===== src/rtl/queen_solution_buffer.sv =====
// queen_solution_buffer: captures 8-queen boards row by row into a two-bank
// ping-pong store and replays them on a valid/ready stream.
`timescale 1ns/1ps
module queen_solution_buffer #(
    parameter int N = 8,
    parameter int CNT_W = 7
) (
    input  logic             clk,
    input  logic             reset,
    input  logic             in_valid,
    input  logic [N-1:0]     in_row,
    output logic             in_ready,
    input  logic             flush,
    output logic             out_valid,
    input  logic             out_ready,
    output logic [N-1:0]     out_data,
    output logic             out_last,
    output logic [CNT_W-1:0] sol_count,
    output logic             err_onehot
);
    localparam int RW = (N > 1) ? $clog2(N) : 1;
    localparam logic [RW-1:0] LAST_ROW = RW'(N - 1);
    localparam logic [0:0] FILL = 1'b0, WAIT = 1'b1;
    localparam logic [0:0] IDLE = 1'b0, SEND = 1'b1;

    logic [N-1:0] mem [2][N];
    logic [1:0]    full, full_nx;
    logic          wbank, rbank, wbank_nx;
    logic [RW-1:0] wrow, rrow;
    logic [0:0]    wstate, rstate, wstate_nx, rstate_nx;
    logic          write, wdone, rhs, rdone;

    assign in_ready  = wstate == FILL;
    assign out_valid = rstate == SEND;
    assign out_data  = out_valid ? mem[rbank][rrow] : '0;
    assign out_last  = out_valid && rrow == LAST_ROW;
    // flush wins over a coincident row, which is then dropped
    assign write     = in_valid && in_ready && !flush;
    assign wdone     = write && wrow == LAST_ROW;
    assign rhs       = out_valid && out_ready;
    assign rdone     = rhs && rrow == LAST_ROW;
    assign wbank_nx  = wbank ^ wdone;

    always_comb begin
        full_nx = full;
        if (wdone) full_nx[wbank] = 1'b1;
        if (rdone) full_nx[rbank] = 1'b0;
        wstate_nx = full_nx[wbank_nx] ? WAIT : FILL;
        rstate_nx = (rstate == IDLE) ? (full[rbank] ? SEND : IDLE)
                  : (rdone ? (full[~rbank] ? SEND : IDLE) : SEND);
    end

    always_ff @(posedge clk or posedge reset) begin
        if (reset) begin
            full       <= '0;
            wbank      <= 1'b0;
            rbank      <= 1'b0;
            wrow       <= '0;
            rrow       <= '0;
            wstate     <= FILL;
            rstate     <= IDLE;
            sol_count  <= '0;
            err_onehot <= 1'b0;
            for (int b = 0; b < 2; b++)
                for (int r = 0; r < N; r++)
                    mem[b][r] <= '0;
        end else begin
            full   <= full_nx;
            wbank  <= wbank_nx;
            wstate <= wstate_nx;
            rstate <= rstate_nx;
            if (flush) wrow <= '0;
            else if (write) wrow <= wdone ? '0 : wrow + 1'b1;
            if (write) begin
                mem[wbank][wrow] <= in_row;
                if ($countones(in_row) != 1) err_onehot <= 1'b1;
            end
            if (wdone && sol_count != '1) sol_count <= sol_count + 1'b1;
            if (rhs) begin
                rrow  <= rdone ? '0 : rrow + 1'b1;
                rbank <= rbank ^ rdone;
            end
        end
    end
endmodule


===== config.mk =====
export PLATFORM = sky130hd
export DESIGN_NAME = queen_solution_buffer
export DESIGN_NICKNAME = d
export VERILOG_FILES = /design/src/rtl/queen_solution_buffer.sv
export SDC_FILE = /design/constraint.sdc
export NUM_CORES = 1
export LEC_CHECK = 0
export ABC_AREA = 0
export CAP_MARGIN = 20
export CORE_UTILIZATION = 55
export DETAILED_ROUTE_END_ITERATION = 8
export GPL_ROUTABILITY_DRIVEN = 0
export PLACE_DENSITY_LB_ADDON = 0.12
export SYNTH_ARGS = -nofsm -noshare
export SYNTH_HDL_FRONTEND = slang
export SYNTH_SLANG_ARGS = --single-unit

===== constraint.sdc =====
create_clock -name clk -period 6.58 [get_ports clk]
set_clock_uncertainty 0.2 [all_clocks]
set_input_delay 1.316 -clock clk [delete_from_list [all_inputs] [get_ports clk]]
set_output_delay 1.316 -clock clk [all_outputs]
set_load 0.01 [all_outputs]

==> results.txt <==
Yosys top cell by area: dfrtp_1
Least-Margin Pin Slew: 1.18 ns
RR Startpoint: wrow[0]
crit start category: input pin
final slew viol count: 0
crit end category: flop
TritonCTS Sinks: 148
max-cap violations: 0
sw frac: 29.9%
Yosys cell types: 43
Die Wd: 115 um
Hold Slack: 0.299 ns
Synth Register Bits: 148
top layer reached by signal wires: met4
root buf cell: clkbuf_16
Hold Path Sink: mem[17]
Tot GR Track Use: 28.2%
hold-fix buffer count after cts: 0
Final HPWL DP: 10,300 um
final worst slack: 1.57 ns
largest net degree at the start of global routing: 101
metal2 WL: 8260 um
initial antenna violation count: 0
Data arrival, critical path: 5.13 ns
Post-CTS Setup Repair Bufs: 0
setup violators final: 0
Synth top area share: 52.6%
residual DRC count: 0
final worst path period share: 76.1%
Comb pwr share: 27.0%
share of layout cells above drive strength 1: 36.5%
global-route wire length before repair: 26,300 um
I/O Buffers: 31
drt total wl: 16,700 um
syn nets: 542
Reg2Reg Depth: 5
Synth warnings: 0
Hold Crit Class: flop to flop
Clock Latency Late Sink: 0.42 ns
Die H: 115 um
Routed WL per cell: 22.9 um
clock transition at the registers of the reported paths: 0.06 ns
Hold Crit Depth: 1
P&R area growth vs syn: 15.7%
Crit Reg-Reg Endpoint: sol_count[1]
CTS tree: done
CP Data Required Time: 6.70 ns
worst setup path category: input pin to flop
Final nets: 574
Synth Cell Area: 7050 um2
FF-to-FF setup slack: 3.92 ns
max_slew headroom: 21.4%
Initial Util: 57.5%
DIE AREA: 13,300 um2
GRT overflow: 0
antenna viol nets, final: 0
sequential area share after synthesis: 52.6%
row count: 40
htree depth: 4
ys flop type: dfrtp_1
hold path startpoint: mem[17]
drt first-iter violations: 323
Clock power frac: 35.8%
Max rail drop VDD: 194 uV
wl on met1: 7220 um
Diodes inserted: 0
Int Pwr: 2.00 mW
Mapped Cells: 517
Net Switching: 0.852 mW
status: finished clean
ys async rst share: 100%
power density cells: 350 nW/um2
met3 wire len: 943 um
Syn Area/Cell: 13.6 um2
RSZ-0062 raised after global routing: false
Max Clk Rate: 200 MHz
sequential share of power: 37.2%
top cells by area, synth: dfrtp_1 (53%), mux2_2 (22%), mux4_2 (4.8%)
Power Total: 2.85 mW
fin util: 66.5%
final hold vios: 0
number of synthesized flops with an enable pin: 0
CTS Buf Count: 17
Tmin final: 5.01 ns
via count: 4,327
core region area: 12,300 um2
pre-CTS setup slack: 1.16 ns
setup TNS: 0 ns
Vias per Instance: 5.93
number of gates resized after cts: 0
Ports: 32
via count of the first global-routing pass: 4,595
drt pass-1 iters: 4
Clock Path Buffers: 2
Leak: 3.90 nW
CP Max Fanout: 17
cells in the mapped netlist (all sizes together), types with 2 or more instances:
cell / n
nand4: 5
mux2i: 26
nor3: 3
mux4: 15
a21oi: 13
a22oi: 8
a2bb2oi: 2
nand2b: 11
and3: 3
nand2: 21
nor2b: 7
clkbuf: 18
inv: 17
xnor2: 5
o21ai: 6
buf: 8
fa: 4
ha: 8
nor3b: 2
dfrtp: 148
mux2: 139
and2: 2
nand3: 12
nor2: 14
o211ai: 2
o221ai: 6
kinds of logic after synthesis:
logic type,count (synthesis),synth area share [%]
AOI/OAI and AO/OA,43,4.08
and+or+nand+nor,85,6.93
muxes,180,30.7
DFF,148,52.6
adders and majority gates,12,2.56
xor gates and xnor gates,6,0.746
buffers and inverters,43,2.42
power groups by stage:
stage	Combinational (mW)	Sequential [mW]	Clock (mW)
2_1_floorplan	0.516	1.03	0
3_3_place_gp	0.757	1.07	0
3_5_place_dp	0.773	1.07	0
4_1_cts	0.776	1.06	1.04
5_1_grt	0.827	1.07	1.07
6_report	0.771	1.06	1.02
worst max-delay path, cell delays in order:
cell             delay (ns)
clkdlybuf4s50_1        0.84
inv_1                  0.12
fa_1                   0.48
fa_1                   0.53
fa_1                   0.41
inv_1                  0.07
ha_1                   0.16
inv_1                  0.06
fa_1                   0.36
a2111oi_0              0.42
o211ai_1               0.17
a21o_1                 0.19
how the worst max path moves through the flow:
stage	from	to	slack, ns	cells after the start
floorplan	reset	err_onehot	1.08	1
global placement	in_row[3]	err_onehot	1.28	12
detailed placement	in_row[3]	err_onehot	1.16	12
CTS	in_row[3]	err_onehot	1.55	12
global route	in_row[3]	err_onehot	1.27	12
finish	in_row[3]	err_onehot	1.57	12
layer usage:
layer | GRT usage, % | up-vias
li1 | - | 1939
met1 | 36.4 | 2260
met2 | 46.7 | 102
met3 | 6.75 | 26
met4 | 9.96 | 0
met5 | 0 | -
sequential cells by signal, indices dropped and copies added (netlist names):
| register | cells |
|---|---|
| rrow | 3 |
| full | 2 |
| err_onehot | 1 |
| out_valid | 1 |
| sol_count | 7 |
| wrow | 3 |
| rbank | 1 |
| wbank | 1 |
| wstate | 1 |
| mem | 128 |
cell usage in the layout, fill, tap and decap left out, types with 3 or more instances in the layout:
| master | n |
|---|---|
| dfrtp_1 | 147 |
| xnor2_1 | 5 |
| and3_1 | 3 |
| nand4_1 | 5 |
| clkbuf_16 | 17 |
| bufinv_16 | 4 |
| buf_4 | 8 |
| a21oi_1 | 13 |
| nand2_1 | 21 |
| a22oi_1 | 8 |
| nand2b_1 | 10 |
| nor2_1 | 8 |
| clkdlybuf4s50_1 | 31 |
| mux2_2 | 139 |
| fa_1 | 4 |
| mux2i_1 | 26 |
| clkbuf_8 | 3 |
| clkinv_2 | 5 |
| o221ai_1 | 6 |
| mux4_2 | 15 |
| nor2b_1 | 7 |
| ha_1 | 8 |
| o21ai_0 | 6 |
| nand3_1 | 12 |
| nor2_2 | 6 |
| inv_1 | 16 |
stage by stage:
| stage | area (um2) | std cells |
|---|---|---|
| 2_1_floorplan | 7050 | 517 |
| 3_3_place_gp | 7530 | 698 |
| 3_5_place_dp | 7530 | 698 |
| 4_1_cts | 8150 | 730 |
| 5_1_grt | 8150 | 730 |
| 6_report | 8150 | 730 |
cell type report:
class                   count  area [um2]
clock buffers              22         474
clock inverters            10         153
fillers                   904        4110
inverters                  17        68.8
multi-input cells         326        3170
flip-flops and latches    148        3700
well taps                 168         210
repair buffers             39         370
No activity file was read; power rests on OpenSTA's default activity.
==> variant (config.mk and constraints unchanged) <==
Set the parameter `N` to 4 (it was 8).
--- a/src/rtl/queen_solution_buffer.sv
+++ b/src/rtl/queen_solution_buffer.sv
@@ -2,7 +2,7 @@
 // ping-pong store and replays them on a valid/ready stream.
 `timescale 1ns/1ps
 module queen_solution_buffer #(
-    parameter int N = 8,
+    parameter int N = 4,
     parameter int CNT_W = 7
 ) (
     input  logic             clk,
Interface: changed (resized in_row and out_data); port bits go from 32 to 24. The function was not compared with the original's and may differ.
==> variant against the original RTL <==
  * Worst setup slack improved by 1100 ps
  * Power decreased by 64%
  * Sequential share of layout area decreased by 1.2 points
  * Register-to-register slack improved by 560 ps
  * Synthesized cell count decreased by 61%
  * Area after synthesis decreased by 65%
  * Sequential cell count decreased by 98
  * Design area decreased by 65%
  * Wire length decreased by 71%
  * Largest cell class unchanged
  * Highest routed layer unchanged
==> variant: results (changes against the original RTL) <==
Status: finished clean
Initial DRC Count: 69 (-79%)
Share of layout cells above drive strength 1: 0.225 (-0.140)
Synth top area cells: dfrtp_1, mux2_2, ha_1
Commonest cells post-synth: dfrtp_1, mux2_2, nand2_1, inv_1
Root Buffer: clkbuf_8
CP Capture Point: out_data[0]
Vias: 1613 (-63%)
Clk pwr share: 0.188 (-0.170)
Vias in the first global route: 1653 (-64%)
Syn_nets: 219 (-60%)
Netlist cell types: 34 (-21%)
Largest net degree at the start of global routing: 51 (-50%)
Internal reg-to-reg setup slack: 4480 ps (+560 ps)
Post-synthesis xor/xnor area fraction: 0.0215 (+0.0140)
Maximum fanout along the worst path: 14 (-3)
Fin nets: 244 (-57%)
H-tree depth: 2 (-2)
Buffer share of cell area: 0.0884 (+0.0430)
Clock-cell share: 0.0349 (-0.0420)
Nonclk buf count: 24 (-38%)
Int Pwr: 0.684 mW (-66%)
Seq/total area: 0.442 (-0.0123)
Logic pwr share: 0.328 (+0.058)
Logic inverters: 15 (-2)
Placed cell area: 2710 µm² (-64%)
Register area share after synthesis: 0.512 (-0.0142)
Relative slew slack: 0.559 (+0.345)
## variant: changes by cell type after synthesis, sizes merged, moves of 6 or more
cell,delta
dfrtp,-98
a22oi,-8
mux2,-106
nand3,-7
nor2,-8
o221ai,-6
clkbuf,-15
mux4,-11
nand2b,-9
mux2i,-22
## variant: through the flow
step	util	cells	power, mW	hold WS, ps
floorplan	-	201	0.705	244
global placement	0.654	268	0.817	260
detailed placement	0.654	268	0.837	267
CTS	0.678	276	1.03	290
global route	0.683	277	1.09	313
finish	0.683	277	1.02	286
## variant: metal layers
| layer | track usage | share of wire |
|---|---|---|
| met1 | 0.287 | 0.44 |
| met2 | 0.404 | 0.51 |
| met3 | 0.0724 | 0.042 |
| met4 | 0.107 | 0.0070 |
| met5 | 0 | 0 |
## variant: critical path, stage by stage, from the launching register on
cell	delay (ps)
dfrtp_1	780
mux2_2	400
o311ai_0	340
a21oi_1	90
clkdlybuf4s50_1	510
